==> src/rtl/line_fill_word_sequencer_pkg.sv <==
// Shared types and constants for the cache line-fill word sequencer.
package line_fill_word_sequencer_pkg;

  // Default number of words in one cache line
  localparam int unsigned WORDS_PER_LINE = 8;

  // Sequencer modes: CPU write-hit decode, refill stepping, completion pulse
  typedef enum logic [1:0] {
    IDLE = 2'd0,
    FILL = 2'd1,
    DONE = 2'd2
  } fill_state_t;

endpackage : line_fill_word_sequencer_pkg

==> src/rtl/line_fill_word_sequencer_if.sv <==
// Bus between CPU/refill path and the line-fill word sequencer.
interface line_fill_word_sequencer_if #(
  parameter int unsigned WORDS = line_fill_word_sequencer_pkg::WORDS_PER_LINE
);
  localparam int unsigned ADDR_W = $clog2(WORDS);

  logic [ADDR_W-1:0] cpu_word;
  logic              cpu_wr;
  logic              fill_start;
  logic [ADDR_W-1:0] fill_word;
  logic              beat_valid;
  logic              beat_ready;
  logic              abort;
  logic [WORDS-1:0]  word_enable;
  logic [ADDR_W-1:0] cur_word;
  logic              busy;
  logic              fill_done;

  // Requester side: CPU and memory-refill path
  modport master (
    output cpu_word, cpu_wr, fill_start, fill_word, beat_valid, abort,
    input  beat_ready, word_enable, cur_word, busy, fill_done
  );

  // Sequencer side
  modport slave (
    input  cpu_word, cpu_wr, fill_start, fill_word, beat_valid, abort,
    output beat_ready, word_enable, cur_word, busy, fill_done
  );

endinterface : line_fill_word_sequencer_if

==> src/rtl/line_fill_word_sequencer_word_onehot_dec.sv <==
// Combinational word index to one-hot enable decoder with gating enable.
module word_onehot_dec #(
  parameter int unsigned WORDS = 8
) (
  input  logic [$clog2(WORDS)-1:0] i_idx,
  input  logic                     i_en,
  output logic [WORDS-1:0]         o_onehot
);

  // One-hot of the index when enabled, otherwise all-zero
  always_comb begin
    o_onehot = '0;
    if (i_en) begin
      o_onehot = WORDS'(1) << i_idx;
    end
  end

endmodule : word_onehot_dec

==> src/rtl/line_fill_word_sequencer.sv <==
// Cache-line word-enable generator: CPU write-hit decode when idle,
// critical-word-first wrapping refill sequencing when filling.
module line_fill_word_sequencer
  import line_fill_word_sequencer_pkg::*;
#(
  parameter int unsigned WORDS = WORDS_PER_LINE
) (
  input  logic                        clk,
  input  logic                        rst_n,
  line_fill_word_sequencer_if.slave   bus
);

  localparam int unsigned ADDR_W = $clog2(WORDS);

  fill_state_t       r_state;
  fill_state_t       w_next_state;
  logic [ADDR_W-1:0] r_ptr;
  logic [ADDR_W-1:0] r_cnt;

  logic              w_accept;
  logic              w_last_beat;
  logic              w_dec_en;
  logic [ADDR_W-1:0] w_dec_idx;
  logic [WORDS-1:0]  w_word_enable;
  logic              w_busy;
  logic              w_beat_ready;
  logic              w_fill_done;

  // Beat handshake; abort always wins over a presented beat
  assign w_accept    = (r_state == FILL) && bus.beat_valid && !bus.abort;
  assign w_last_beat = (r_cnt == ADDR_W'(WORDS - 1));

  // State register
  always_ff @(posedge clk or negedge rst_n) begin
    if (!rst_n) begin
      r_state <= IDLE;
    end else begin
      r_state <= w_next_state;
    end
  end

  // Next-state selection
  always_comb begin
    w_next_state = r_state;
    unique case (r_state)
      IDLE: begin
        if (bus.fill_start) begin
          w_next_state = FILL;
        end
      end
      FILL: begin
        if (bus.abort) begin
          w_next_state = IDLE;
        end else if (w_accept && w_last_beat) begin
          w_next_state = DONE;
        end
      end
      DONE:    w_next_state = IDLE;
      default: w_next_state = IDLE;
    endcase
  end

  // Mode-dependent outputs and decoder source/enable selection
  always_comb begin
    w_busy       = 1'b0;
    w_beat_ready = 1'b0;
    w_fill_done  = 1'b0;
    w_dec_idx    = bus.cpu_word;
    w_dec_en     = 1'b0;
    unique case (r_state)
      IDLE: begin
        w_dec_idx = bus.cpu_word;
        w_dec_en  = bus.cpu_wr;
      end
      FILL: begin
        w_busy       = 1'b1;
        w_beat_ready = 1'b1;
        w_dec_idx    = r_ptr;
        w_dec_en     = w_accept;
      end
      DONE: begin
        w_fill_done = 1'b1;
      end
      default: begin
        w_dec_en = 1'b0;
      end
    endcase
  end

  // Refill word pointer and beat counter; both hold across abort until next start
  always_ff @(posedge clk or negedge rst_n) begin
    if (!rst_n) begin
      r_ptr <= '0;
      r_cnt <= '0;
    end else if ((r_state == IDLE) && bus.fill_start) begin
      r_ptr <= bus.fill_word;
      r_cnt <= '0;
    end else if (w_accept) begin
      r_ptr <= r_ptr + ADDR_W'(1);
      r_cnt <= r_cnt + ADDR_W'(1);
    end
  end

  // Single shared decoder for both CPU and refill enables
  word_onehot_dec #(
    .WORDS (WORDS)
  ) u_dec (
    .i_idx    (w_dec_idx),
    .i_en     (w_dec_en),
    .o_onehot (w_word_enable)
  );

  // Drive the bus outputs
  assign bus.word_enable = w_word_enable;
  assign bus.cur_word    = r_ptr;
  assign bus.busy        = w_busy;
  assign bus.beat_ready  = w_beat_ready;
  assign bus.fill_done   = w_fill_done;

endmodule : line_fill_word_sequencer

==> src/flat_wrapper.sv <==
// flat-port wrapper written by rule: the top's interface ports become plain ports
module line_fill_word_sequencer_flat import line_fill_word_sequencer_pkg::*;
#(
  parameter int unsigned WORDS = WORDS_PER_LINE
)
  (clk, rst_n, bus_cpu_word, bus_cpu_wr, bus_fill_start, bus_fill_word, bus_beat_valid, bus_abort, bus_beat_ready, bus_word_enable, bus_cur_word, bus_busy, bus_fill_done);
  line_fill_word_sequencer_if #(.WORDS(WORDS)) bus_i ();
  input  logic clk;
  input  logic rst_n;
  input wire logic [$bits(bus_i.cpu_word)-1:0] bus_cpu_word;
  input wire logic [$bits(bus_i.cpu_wr)-1:0] bus_cpu_wr;
  input wire logic [$bits(bus_i.fill_start)-1:0] bus_fill_start;
  input wire logic [$bits(bus_i.fill_word)-1:0] bus_fill_word;
  input wire logic [$bits(bus_i.beat_valid)-1:0] bus_beat_valid;
  input wire logic [$bits(bus_i.abort)-1:0] bus_abort;
  output wire logic [$bits(bus_i.beat_ready)-1:0] bus_beat_ready;
  output wire logic [$bits(bus_i.word_enable)-1:0] bus_word_enable;
  output wire logic [$bits(bus_i.cur_word)-1:0] bus_cur_word;
  output wire logic [$bits(bus_i.busy)-1:0] bus_busy;
  output wire logic [$bits(bus_i.fill_done)-1:0] bus_fill_done;
  assign bus_i.cpu_word = bus_cpu_word;
  assign bus_i.cpu_wr = bus_cpu_wr;
  assign bus_i.fill_start = bus_fill_start;
  assign bus_i.fill_word = bus_fill_word;
  assign bus_i.beat_valid = bus_beat_valid;
  assign bus_i.abort = bus_abort;
  assign bus_beat_ready = bus_i.beat_ready;
  assign bus_word_enable = bus_i.word_enable;
  assign bus_cur_word = bus_i.cur_word;
  assign bus_busy = bus_i.busy;
  assign bus_fill_done = bus_i.fill_done;
  line_fill_word_sequencer #(.WORDS(WORDS)) u_core (.clk(clk), .rst_n(rst_n), .bus(bus_i));
endmodule
==> config.mk <==
export PLATFORM = sky130hd
export DESIGN_NAME = line_fill_word_sequencer_flat
export DESIGN_NICKNAME = d
export VERILOG_FILES = /design/src/rtl/line_fill_word_sequencer_pkg.sv /design/src/rtl/line_fill_word_sequencer_if.sv /design/src/rtl/line_fill_word_sequencer_word_onehot_dec.sv /design/src/rtl/line_fill_word_sequencer.sv /design/src/flat_wrapper.sv
export SDC_FILE = /design/constraint.sdc
export NUM_CORES = 1
export LEC_CHECK = 0
export BUFFER_PORTS_ARGS = -buffer_cell sky130_fd_sc_hd__buf_2
export CAP_MARGIN = 10
export CORE_UTILIZATION = 30
export CTS_BUF_LIST = sky130_fd_sc_hd__clkbuf_4
export DETAILED_ROUTE_END_ITERATION = 7
export RECOVER_POWER = 50
export SYNTH_ARGS = -nofsm -noshare
export SYNTH_HDL_FRONTEND = slang
export SYNTH_SLANG_ARGS = --single-unit
export TNS_END_PERCENT = 5
==> constraint.sdc <==
create_clock -name clk -period 2.2 [get_ports clk]
set_input_delay 0.22 -clock clk [delete_from_list [all_inputs] [get_ports clk]]
set_output_delay 0.22 -clock clk [all_outputs]
set_load 0.1 [all_outputs]
== Yosys cells after proc, flatten, opt, wreduce, memory -nomap -nowiden ==
Cells that the tools add are included.
Word-level totals
  register bits: 8
  output and inout bits: 14
Operators by class
  add/subtract/negate cells: 2
  eq/ne operators: 5
  shift-type cells: 1
  muxes and demuxes: 13
  reduce and logical (&&, ||, !) cells: 8
Operator list (count)
  3-bit 2-to-1 mux: 5
  8-bit 2-to-1 mux: 1
  1-bit by 3-bit left shift with 8-bit output (first input constant): 1
  3-bit by 1-bit adder with 3-bit output (second input constant): 2
  2-bit 2-to-1 mux: 3
  1-bit logical AND: 4
  2-bit one-hot mux with 2 select lines: 1
  3-bit == test (second input constant): 1
  3-bit inequality test (second input constant): 1
  2-bit by 1-bit == test with 1-bit output (second input constant): 1
  2-bit == test (second input constant): 1
  2-bit logical NOT: 1
  1-bit 2-to-1 mux: 2
  2-bit inequality test (second input constant): 1
  1-bit one-hot mux with 2 select lines: 1
  2-bit AND reduction: 1
  2-bit nonzero test: 1
  1-bit logical NOT: 1

== Logic depth before layout (Yosys ltp) ==
  depth in word-level cells: 7
  mapped depth: 5
  depth with buffers taken out: 4

== Cells and area by module ==
A second synthesis with hierarchy kept.
Second synthesis, totals
  cells, all modules: 54
  area, all modules: 563.0 um^2
By module, submodules not included
  line_fill_word_sequencer: instances 1, cells an instance 46, area an instance 467.9 um^2, sequential area each 200.2 um^2
  word_onehot_dec: instances 1, cells an instance 8, area an instance 95.1 um^2, sequential area each 0.0 um^2

== Worst setup path before layout ==
Ideal clock, no wire load.
  kind: reg-to-output
  start point: reg u_core.r_ptr[1] (netlist: u_core.bus.cur_word[1])
  end point: out bus_word_enable[2]
  arrival: 3.485 ns
  required time: 1.980 ns
  setup slack: -1.505 ns
  cell stages (with the launch flop): 4
  path buffers: 0
  path through: dfrtp_1 nor4bb_1 a31oi_1 nor3_1
On the way
  longest elaborated chain between the ends: 3
Ends and longest elaborated chain
  from (decl): RTL line line_fill_word_sequencer.sv:17  | logic [ADDR_W-1:0] r_ptr;
  from (signal assigned): RTL line line_fill_word_sequencer.sv:96  | r_ptr <= bus.fill_word;
  from (signal assigned): RTL line line_fill_word_sequencer.sv:99  | r_ptr <= r_ptr + ADDR_W'(1);
  3-bit 2-to-1 mux: RTL line line_fill_word_sequencer.sv:70  | unique case (r_state)
  1-bit by 3-bit left shift with 8-bit output: RTL line line_fill_word_sequencer_word_onehot_dec.sv:14  | o_onehot = WORDS'(1) << i_idx;
  8-bit 2-to-1 mux: RTL line line_fill_word_sequencer_word_onehot_dec.sv:13  | if (i_en) begin
  to (decl): RTL line flat_wrapper.sv:17  | output wire logic [$bits(bus_i.word_enable)-1:0] bus_word_enable;
No other way between the ends.

== Final worst setup path ==
  start point: reg u_core.r_state[1]
  end point: out bus_word_enable[5]
On the way
  longest elaborated chain between the ends: 5
Ends and longest elaborated chain
  from (decl): RTL line line_fill_word_sequencer.sv:15  | fill_state_t r_state;
  from (signal assigned): RTL line line_fill_word_sequencer.sv:38  | r_state <= w_next_state;
  2-bit by 1-bit == test with 1-bit output: RTL line line_fill_word_sequencer.sv:30, line_fill_word_sequencer.sv:70
  1-bit logical AND (2 in a row): RTL line line_fill_word_sequencer.sv:30  | assign w_accept = (r_state == FILL) && bus.beat_valid && !bus.abort;
  1-bit one-hot mux with 2 select lines: RTL line line_fill_word_sequencer.sv:70
  8-bit 2-to-1 mux (*): RTL line line_fill_word_sequencer_word_onehot_dec.sv:13
Mark *: on every way between the ends. The rest lies on a longest branch, timed or not.

==> flow_summary_export.csv <==
group,metric,value,unit
run_status,status,"finished, final reports clean",
sta,min_period,2.04,ns
routing,avgViaCountPerCell,4.98,
critical_path,cp-end-kind,"primary output",
sta,hold_viol_final,0,
min_path,min_path_type,"in -> reg",
critical_path,worstPathMaxFanout,8,
logic_synthesis,yosys.area_share.adder,6.16,%
clock_network,clk_latency,0.27,ns
power_and_ir_drop,p_per_area,890,nW/um2
logic_synthesis,synth-compound-area-share,13.3,%
logic_synthesis,synth_area,609,um2
sta,final-max-slew-violation-count,0,
logic_synthesis,synth_fp_nets,76,
logic_synthesis,yosys_register_bits,8,
critical_path,r2r_slack,0.40,ns
floorplan,dieArea,2220,um2
clock_network,clk_pin_slew,0.06,ns
grt,grt.overflow.total,0,
logic_synthesis,synth_simple_gate_area_share,29.6,%
logic_synthesis,synth_cells,61,
critical_path,cp.depth,5,
final_layout,final_common_cell,"buf_2",
critical_path,r2r_start,"u_core.r_state[1]",
critical_path,slowest_stage,"a31oi_1",
power_and_ir_drop,power_leakage,0.443,nW
sta,max_freq,0.491,GHz
floorplan,rows,15,
final_layout,final_cell_mix,"buf_2 (13), nor3_4 (8), buf_12 (8), clkbuf_1 (5), dfrtp_1 (5)",
final_layout,antennaDiodeCount,0,
logic_synthesis,synth-seq-area-share,32.9,%
routing,antenna_left,0,
clock_network,cts_max_level,1,
critical_path,path_buf_inv,2,
routing,routed_wl,1420,um
clock_network,ctsLongestPathBuffers,2,
grt,grt_pass1_vias,540,
floorplan,die_y,47.1,um
routing,first_iter_violations,5,
critical_path,required,1.98,ns
floorplan,io_pins,26,
routing,drcViolationCount,0,
logic_synthesis,post_synth_xor_area_fraction,1.44,%
clock_network,cts_sinks,8,
critical_path,rr_worst_depth,4,
job,drv_cap,0,
place,dp_hpwl,1120,um
grt,grt_max_degree,11,
sta,fin_skew,0.00879,ns
critical_path,worstPathCellList,"clkbuf_1 -> and4bb_2 -> a31oi_1 -> nor3_4 -> buf_12",
critical_path,cpPeakStageDelay,0.40,ns
routing,drt_pass1_iterations,4,
final_layout,nFillCells,169,
final_layout,nets,104,
critical_path,cp-start-kind,"register",
logic_synthesis,muxShareOfSynthArea,7.60,%
logic_synthesis,ys_warn_count,0,
critical_path,crit_type,"reg -> out",
routing,vias,563,
grt,track_usage,16.6,%
power_and_ir_drop,irDropWorstVdd,982,uV
floorplan,initial_core_util,33.5,%
critical_path,endpoint,"bus_word_enable[5]",
power_and_ir_drop,total_power,0.876,mW
sta,setup_violations,0,
final_layout,drive_above_1_share,50.0,%
clock_network,cts_tree,"yes",
floorplan,core,1820,um2
clock_network,cts_setup_buffers,0,
floorplan,die_w,47.1,um
critical_path,cp.arrival,1.82,ns
critical_path,r2r_end,"u_core.r_cnt[0]",
clock_network,numCtsBuffers,3,
sta,worstMarginPinSlew,1.16,ns
logic_synthesis,synth_top_family_by_area,"simple AND/OR/NAND/NOR gates",
critical_path,crit_path_start,"u_core.r_state[1]",
sta,relSlewSlack,23.3,%
place,gp_congestion,0.681,
sta,grt_setup_unrepaired,"no",
logic_synthesis,synth_cell_types,32,
routing,post_drt_wl_per_cell,12.6,um
logic_synthesis,synth_area_per_cell,9.99,um2
final_layout,syn_to_final_growth,61.6,%
critical_path,crit_family,"buffers and inverters",
clock_network,root_buffer,"clkbuf_4",
grt,grt_antenna_before_repair,0,
sta,fin_setup_tns,0,ns
grt,grt_pass1_wl,2470,um
sta,finalCritPeriodShare,92.7,%
place,io_buffers,25,
worst min-delay path by stage:
stage               depth (start not counted)                endpoint  slack [ns]             start
floorplan                                   0  u_core.bus.cur_word[0]       -0.08             rst_n
global placement                            1       u_core.r_state[0]        0.07             rst_n
detailed placement                          1         u_core.r_cnt[1]        0.07             rst_n
CTS                                         3  u_core.bus.cur_word[1]        0.14  bus_fill_word[1]
global route                                3  u_core.bus.cur_word[2]        0.16  bus_fill_word[2]
finish                                      3  u_core.bus.cur_word[1]        0.15  bus_fill_word[1]
cell usage after synthesis:
master / instances / share of area [%]
and4bb_2: 1 / 2.1
and4bb_1: 1 / 2.1
nor3b_4: 1 / 3.1
nand2_1: 3 / 1.8
nand3_1: 2 / 1.6
ha_1: 3 / 6.2
o21ai_0: 1 / 0.82
mux2i_1: 2 / 3.3
a31oi_1: 4 / 4.1
buf_4: 2 / 2.5
inv_1: 3 / 1.8
nor4bb_1: 1 / 1.6
nor3_1: 8 / 6.6
a22o_1: 2 / 2.9
nor4b_1: 1 / 1.4
buf_6: 2 / 3.7
o21ai_1: 1 / 0.82
and2_1: 1 / 1.0
a21o_1: 2 / 2.5
nand3b_1: 1 / 1.2
a21oi_1: 1 / 0.82
inv_4: 1 / 1.0
nor2b_1: 1 / 1.0
nor2_2: 1 / 1.0
xnor2_1: 1 / 1.4
mux2_2: 1 / 1.8
and4b_1: 1 / 1.6
dfrtp_1: 8 / 33
a211o_1: 1 / 1.4
nand2b_1: 1 / 1.0
nand2b_4: 1 / 2.3
mux2_4: 1 / 2.5
where the power goes:
| part | switching, mW | internal, mW | leakage (nW) |
|---|---|---|---|
| Combinational | 0.380 | 0.139 | 0.325 |
| Sequential | 0.0404 | 0.176 | 0.0997 |
| Clock | 0.0585 | 0.0822 | 0.0184 |
| Total | 0.479 | 0.397 | 0.443 |
flip-flops by register name, indices dropped and copies added (netlist names):
signal and cells:
u_core.bus.cur_word 3, u_core.r_cnt 3, u_core.r_state 2
logic make-up (layout without fill, tap and decap cells):
family / after synthesis / count (layout)
AO/OA/AOI/OAI: 12 / 12
XOR/XNOR: 1 / 1
adder cells (fa/ha/maj): 3 / 3
buffers and inverters: 8 / 35
flip-flops: 8 / 8
multiplexers: 4 / 4
AND/OR/NAND/NOR: 25 / 25
final cells by class:
type	instances	area, um2	share of cell area (%)
Sequential cell	8	204	20.7
Tap cell	25	31.3	3.18
Timing Repair Buffer	27	254	25.8
Multi-Input combinational cell	45	438	44.5
Clock buffer	4	30.0	3.05
Inverter	4	27.5	2.80
metal layers:
metal	up-vias	GRT usage (%)	share of wire, %
met5	-	0	0
met4	0	5.14	0.92
met3	3	6.92	5.6
met2	18	24.2	48
met1	259	22.4	46
li1	283	-	-
repair_timing:
action / 4_1_cts / 5_1_grt
resized for setup: 1 / 1
endpoints found under the setup margin: 4 / 8
endpoints found under the hold margin: 8 / 0
pin swaps: 0 / 0
hold buffers: 1 / 0
through the flow:
step | hold slack [ns] | std cells | utilization (%) | setup WS (ns) | cell area, um2
finish | 0.149 | 113 | 54.1 | 0.162 | 985
global route | 0.162 | 113 | 54.1 | 0.0292 | 985
CTS | 0.144 | 113 | 55.1 | 0.0547 | 1000
detailed placement | 0.0715 | 108 | 52.7 | 0.211 | 960
global placement | 0.0694 | 108 | 52.7 | 0.277 | 960
floorplan | -0.0756 | 61 | - | -0.0212 | 713
worst reg2reg max path, stage by stage (launching register included):
cell and delay (ns):
dfrtp_1 0.38, clkbuf_1 0.18, nor3b_1 0.75, nor2_2 0.09
mux2_2 0.29
Power figures use the tool's default switching activity.
